<file path="src/rtl/comparator_v.sv">
// comparator_v - vertical-timing decoder for the VGA controller.
//
// Decodes the vertical line counter into a combinational sync level and a
// set of registered vertical-timing qualifiers for the pixel/colour pipeline.
//
// Parameters
//   N            : countV width is N+1 bits (first parameter, so #(7) gives 8 bits)
//   SYNC_LINES   : sync pulse length in lines at start of frame
//   BACK_PORCH   : lines between sync and active video
//   ACTIVE_LINES : visible lines
//   FRONT_PORCH  : lines after active video
//   SYNC_POL     : level of sync during the pulse (0 = active-low)
//
// Ports
//   clk         in   1     system clock
//   rst         in   1     synchronous active-high reset
//   countV      in   N+1   current vertical line number, 0-based
//   sync        out  1     vertical sync, combinational from countV
//   sync_q      out  1     sync registered
//   video_on_v  out  1     registered vertical active-video flag
//   row         out  N+1   registered active row index (0 outside active video)
//   frame_start out  1     one-cycle pulse on a nonzero->0 countV transition
//   frame_cnt   out  16    registered count of frames since reset (wraps)
//   range_err   out  1     sticky: countV >= TOTAL seen since reset
module comparator_v #(
  parameter int unsigned N            = 9,
  parameter int unsigned SYNC_LINES   = 2,
  parameter int unsigned BACK_PORCH   = 33,
  parameter int unsigned ACTIVE_LINES = 480,
  parameter int unsigned FRONT_PORCH  = 10,
  parameter logic        SYNC_POL     = 1'b0
) (
  input  logic         clk,
  input  logic         rst,
  input  logic [N:0]   countV,
  output logic         sync,
  output logic         sync_q,
  output logic         video_on_v,
  output logic [N:0]   row,
  output logic         frame_start,
  output logic [15:0]  frame_cnt,
  output logic         range_err
);

  localparam int unsigned W           = N + 1;
  localparam int unsigned V_ACT_START = SYNC_LINES + BACK_PORCH;
  localparam int unsigned V_ACT_END   = V_ACT_START + ACTIVE_LINES;
  localparam int unsigned TOTAL       = V_ACT_END + FRONT_PORCH;

  // Zero-extended so that constants wider than the counter compare correctly;
  // regions beyond the counter's reach simply never match.
  logic [31:0] cnt_ext;
  assign cnt_ext = 32'(countV);

  logic         sync_d,      sync_r_q;
  logic         video_on_d,  video_on_q;
  logic [W-1:0] row_d,       row_q;
  logic         frame_st_d,  frame_st_q;
  logic [15:0]  frame_cnt_d, frame_cnt_q;
  logic         range_err_d, range_err_q;
  logic [W-1:0] prev_d,      prev_q;

  always_comb begin
    sync_d      = (cnt_ext < SYNC_LINES) ? SYNC_POL : ~SYNC_POL;
    video_on_d  = (cnt_ext >= V_ACT_START) && (cnt_ext < V_ACT_END);
    row_d       = video_on_d ? W'(cnt_ext - V_ACT_START) : '0;
    // prev resets to 0, so the first 0 after reset never produces a pulse.
    frame_st_d  = (countV == '0) && (prev_q != '0);
    frame_cnt_d = frame_cnt_q + 16'(frame_st_d);
    range_err_d = range_err_q | (cnt_ext >= TOTAL);
    prev_d      = countV;
  end

  always_ff @(posedge clk) begin
    if (rst) begin
      sync_r_q    <= ~SYNC_POL;
      video_on_q  <= 1'b0;
      row_q       <= '0;
      frame_st_q  <= 1'b0;
      frame_cnt_q <= '0;
      range_err_q <= 1'b0;
      prev_q      <= '0;
    end else begin
      sync_r_q    <= sync_d;
      video_on_q  <= video_on_d;
      row_q       <= row_d;
      frame_st_q  <= frame_st_d;
      frame_cnt_q <= frame_cnt_d;
      range_err_q <= range_err_d;
      prev_q      <= prev_d;
    end
  end

  assign sync        = sync_d;
  assign sync_q      = sync_r_q;
  assign video_on_v  = video_on_q;
  assign row         = row_q;
  assign frame_start = frame_st_q;
  assign frame_cnt   = frame_cnt_q;
  assign range_err   = range_err_q;

endmodule

</file>
<file path="config.mk">
export PLATFORM = sky130hd
export DESIGN_NAME = comparator_v
export DESIGN_NICKNAME = d
export VERILOG_FILES = /design/src/rtl/comparator_v.sv
export SDC_FILE = /design/constraint.sdc
export NUM_CORES = 1
export LEC_CHECK = 0
export ABC_CLOCK_PERIOD_IN_PS = 3700
export CORE_MARGIN = 10
export CORE_UTILIZATION = 26
export DETAILED_ROUTE_END_ITERATION = 8
export PLACE_DENSITY = 0.56
export SLEW_MARGIN = 20
export SYNTH_ARGS = -nofsm -noshare
export SYNTH_HDL_FRONTEND = slang
export SYNTH_SLANG_ARGS = --single-unit
</file>
<file path="constraint.sdc">
create_clock -name clk -period 3.7 [get_ports clk]
set_clock_uncertainty 0.2 [all_clocks]
set_input_delay 1.11 -clock clk [delete_from_list [all_inputs] [get_ports clk]]
set_output_delay 1.11 -clock clk [all_outputs]
set_load 0.02 [all_outputs]
</file>
; Word-level counts from Yosys, hierarchy flattened
; Cells that the tools add are included.
[word_totals]
reg_bits = 40
input_bits = 12
elab_cells = 21
[op_classes]
n_addsub = 2
n_lt_le_gt_ge = 4
mux = 1
n_bitwise = 2
reduce_logical = 5
[ops]
columns = operator, n
row1 = 16-bit by 1-bit adder with 16-bit output, 1
row2 = 10-bit >= comparator (second input constant), 1
row3 = 10-bit by 6-bit >= comparator with 1-bit output (second input constant), 1
row4 = 10-bit logical NOT, 1
row5 = 10-bit less-than comparator (second input constant), 1
row6 = 10-bit by 2-bit less-than comparator with 1-bit output (second input constant), 1
row7 = 10-bit nonzero test, 1
row8 = 10-bit by 6-bit subtractor with 10-bit output (second input constant), 1
row9 = 1-bit logical AND, 2
row10 = 2-bit OR reduction, 1
row11 = 1-bit two-way mux, 1
row12 = 1-bit inverter, 1
row13 = 1-bit bitwise OR, 1

; Longest topological paths before layout
[logic_depth]
word_depth = 4
ltp_mapped = 9

; Worst setup path after synthesis
; No wires, ideal clock.
[synth_path]
path_type = input to output
startpoint = input port countV[6]
endpoint = output port sync
arrival_time_ps = 2360
setup_slack_ps = 30
stages = 4
path_cell_list = buf_2 -> or4_1 -> or3_1 -> nand2b_1
[synth_between]
elab_chain_len = 2
[synth_rtl]
columns = item, line
row1 = start: declaration, 35  ; input logic [N:0] countV,
row2 = 10-bit by 2-bit less-than comparator with 1-bit output, 64  ; sync_d = (cnt_ext < SYNC_LINES) ? SYNC_POL : ~SYNC_POL;
row3 = 1-bit two-way mux, 64
row4 = end: declaration, 36  ; output logic sync,
; No other way between the ends.

; Worst setup path in the final report
[layout_path]
startpoint = input port countV[8]
endpoint = output port sync
; Same word-level chain as after synthesis.

==> impl_metrics.toml <==
[outcome]
outcome = "completed"

[clock_network]
numCtsBuffers = 5
h-tree-depth = 2
clk_pin_slew_ns = 0.08
clk_latency_ns = 0.28
tritoncts = "done"
clockBufferDepth = 2
cts_root_buffer = "clkbuf_8"
postCtsHoldBufs = 0
cts_sinks = 40

[pwr]
p_comb_frac = 0.102
power.leakage_uw = 0.000937
p_total_uw = 912
ir_worst_vdd_v = 0.000118
p_sw_uw = 203
p_int_uw = 709
seqPwrFrac = 0.489
power.density_nw_per_um2 = 369
swShare = 0.222
clockPowerShare = 0.409

[critical_path]
crit_path_max_fanout = 2
setup.worst_path.end_class = "primary output"
crit_type = "input port to primary output"
start_kind = "input port"
crit_path_start = "countV[8]"
r2r_end = "frame_cnt[12]"
rrSetupSlack_ns = 1.12
required_ns = 2.39
r2r_cells = 8
cp.arrival_ns = 2.38
setup.worst_path.end = "sync"
reg2reg_from = "prev_q[7]"

[yosys]
synth.yosys.seq_area_share = 0.474
synth_ff_type = "dfxtp_1"
avgSynthCellArea_um2 = 9.65
async_flop_share = 0
synthesis.area_um2 = 1690
synth_nets = 193
synthCells = 175
yosys.cell_types.count = 35
synth_edf_count = 0
ys_ff_latch = 40
yosysWarnings = 0

[route]
antenna_left = 0
num_vias = 1481
drtIter0Drc = 54
dr.pass1.iters = 4
viasPerCell = 4.69
routedWlPerCell_um = 13.2
drc = 0
drt-total-wl_um = 4180

[timing]
hold_violations = 0
tightest_slew_ns = 0.508
timing.slew.headroom = 0.660
whs_ns = 0.310
drv_slew = 0
setup_viol = 0
max_freq_mhz = 271
rsz0062_at_grt = "true"
fin_crit_ns = 3.69
finalCritPeriodShare = 0.996

[worst_hold_path]
hp-class = "flop to flop"
whs_path_depth = 2

[global_routing]
grt_pass1_wl_um = 6820
grt_max_degree = 46
grt-ovfl-total = 0
antenna_found_initial = 0
grt_pass1_vias = 1443
grt_usage = 0.0797

[floorplan]
start_util = 0.268
core-area_um2 = 6310
die_area_um2 = 10100
rows = 29
ios = 43
die-height_um = 101
die_x_um = 101

[place]
dp_hpwl_um = 3180
portBuffers = 42
gp_congestion = 0.797

[final_layout]
diodes = 0
drive_above_1_share = 0.197
fillers = 644
num-nets-final = 256
syn_to_final_growth_pct = 46.1

[run]
cap_violations = 0
[through the flow]
stage               area [um^2]   util  std cells  setup WS [ns]  TNS, ns
floorplan                  1690      -        175         0.0298        0
CTS                        2470  0.391        316       0.000399        0
global route               2470  0.391        316        -0.0154  -0.0154
finish                     2470  0.391        316         0.0146        0
global placement           2330  0.370        307         -0.730    -5.42
detailed placement         2330  0.370        307         -0.769    -6.17
[per-layer routing]
metal	up-vias	track usage	routed length (um)
li1	765	-	-
met1	692	0.0936	1810
met2	22	0.141	2180
met3	2	0.0192	165
met4	0	0.0196	23
met5	-	0	0
[cell families (layout without fill, tap and decap cells)]
| family | Yosys count | in the layout | synth area share |
|---|---|---|---|
| adders and majority gates | 6 | 6 | 0.0444 |
| xor gates and xnor gates | 7 | 7 | 0.0363 |
| DFF | 40 | 40 | 0.474 |
| muxes | 5 | 5 | 0.0333 |
| and+or+nand+nor | 67 | 67 | 0.223 |
| AOI/OAI and AO/OA | 34 | 34 | 0.152 |
| buffers and inverters | 16 | 80 | 0.0370 |
[cell usage after synthesis (2+ instances only)]
cell type  instances  area [um^2]
clkbuf_1           5         18.8
o21ai_0            2         10.0
nand2_1            4         15.0
o31ai_1            4         30.0
nor3_1             3         15.0
buf_1              2         7.51
or3_1              7         43.8
mux2_2             5         56.3
nand3_1            6         30.0
or4_1              7         52.6
xnor2_1            4         35.0
a21o_1             2         15.0
nor4_1             6         37.5
nor2b_1           15         93.8
nand4_1            3         18.8
inv_1              7         26.3
xor2_1             3         26.3
a21oi_1            8         40.0
a211oi_1           7         52.6
buf_2              2         10.0
a221oi_1           2         17.5
nand2b_1           2         12.5
nor2_1            13         48.8
ha_1               6         75.1
dfxtp_1           40          801
[worst min path at each step]
stage,from,end
5_1_grt,frame_cnt[8],frame_cnt[8]
6_report,frame_cnt[5],frame_cnt[5]
2_1_floorplan,prev_q[4],frame_start
3_3_place_gp,range_err,range_err
4_1_cts,frame_cnt[5],frame_cnt[5]
3_5_place_dp,range_err,range_err
[cells in the final DEF, fill, tap and decap left out, types with 6 or more instances in the layout]
master,instances
nor4_1,6
clkbuf_8,6
inv_1,7
nor2_1,13
or4_1,6
ha_1,6
buf_4,23
nand3_1,6
a211oi_1,7
nor2b_1,15
dfxtp_1,40
clkdlybuf4s50_1,34
a21oi_1,8
[critical path, stage by stage]
cell	delay (ns)
buf_6	0.09
or4_4	0.52
or3_4	0.38
nand2b_4	0.14
buf_6	0.12
[power groups by stage]
stage	Combinational, uW	Sequential, uW	Clock, uW
after floorplan	36.9	464	0
after global placement	95.1	456	0
after detailed placement	94.3	456	0
after CTS	93.9	446	386
after global routing	102	447	402
final	92.9	446	373
[repair_timing]
action / in CTS / in global routing
pin swaps: 3 / 3
endpoints found under the setup margin: 11 / 3
setup buffers: 1 / 0
resized for setup: 24 / 4
[state kept, by name, indices dropped and copies added (netlist names)]
| register | flops |
|---|---|
| frame_cnt | 16 |
| prev_q | 10 |
| row | 10 |
| frame_start | 1 |
| range_err | 1 |
| sync_q | 1 |
| video_on_v | 1 |
[area by class of cell]
cell class	count	area (um^2)	share of cell area
Multi-Input combinational cell	119	847	0.343
Sequential cell	40	801	0.324
Timing Repair Buffer	65	577	0.234
Tap cell	77	96.3	0.0390
Clock buffer	6	82.6	0.0335
Clock inverter	2	38.8	0.0157
Inverter	7	26.3	0.0106
Power figures use the tool's default switching activity.
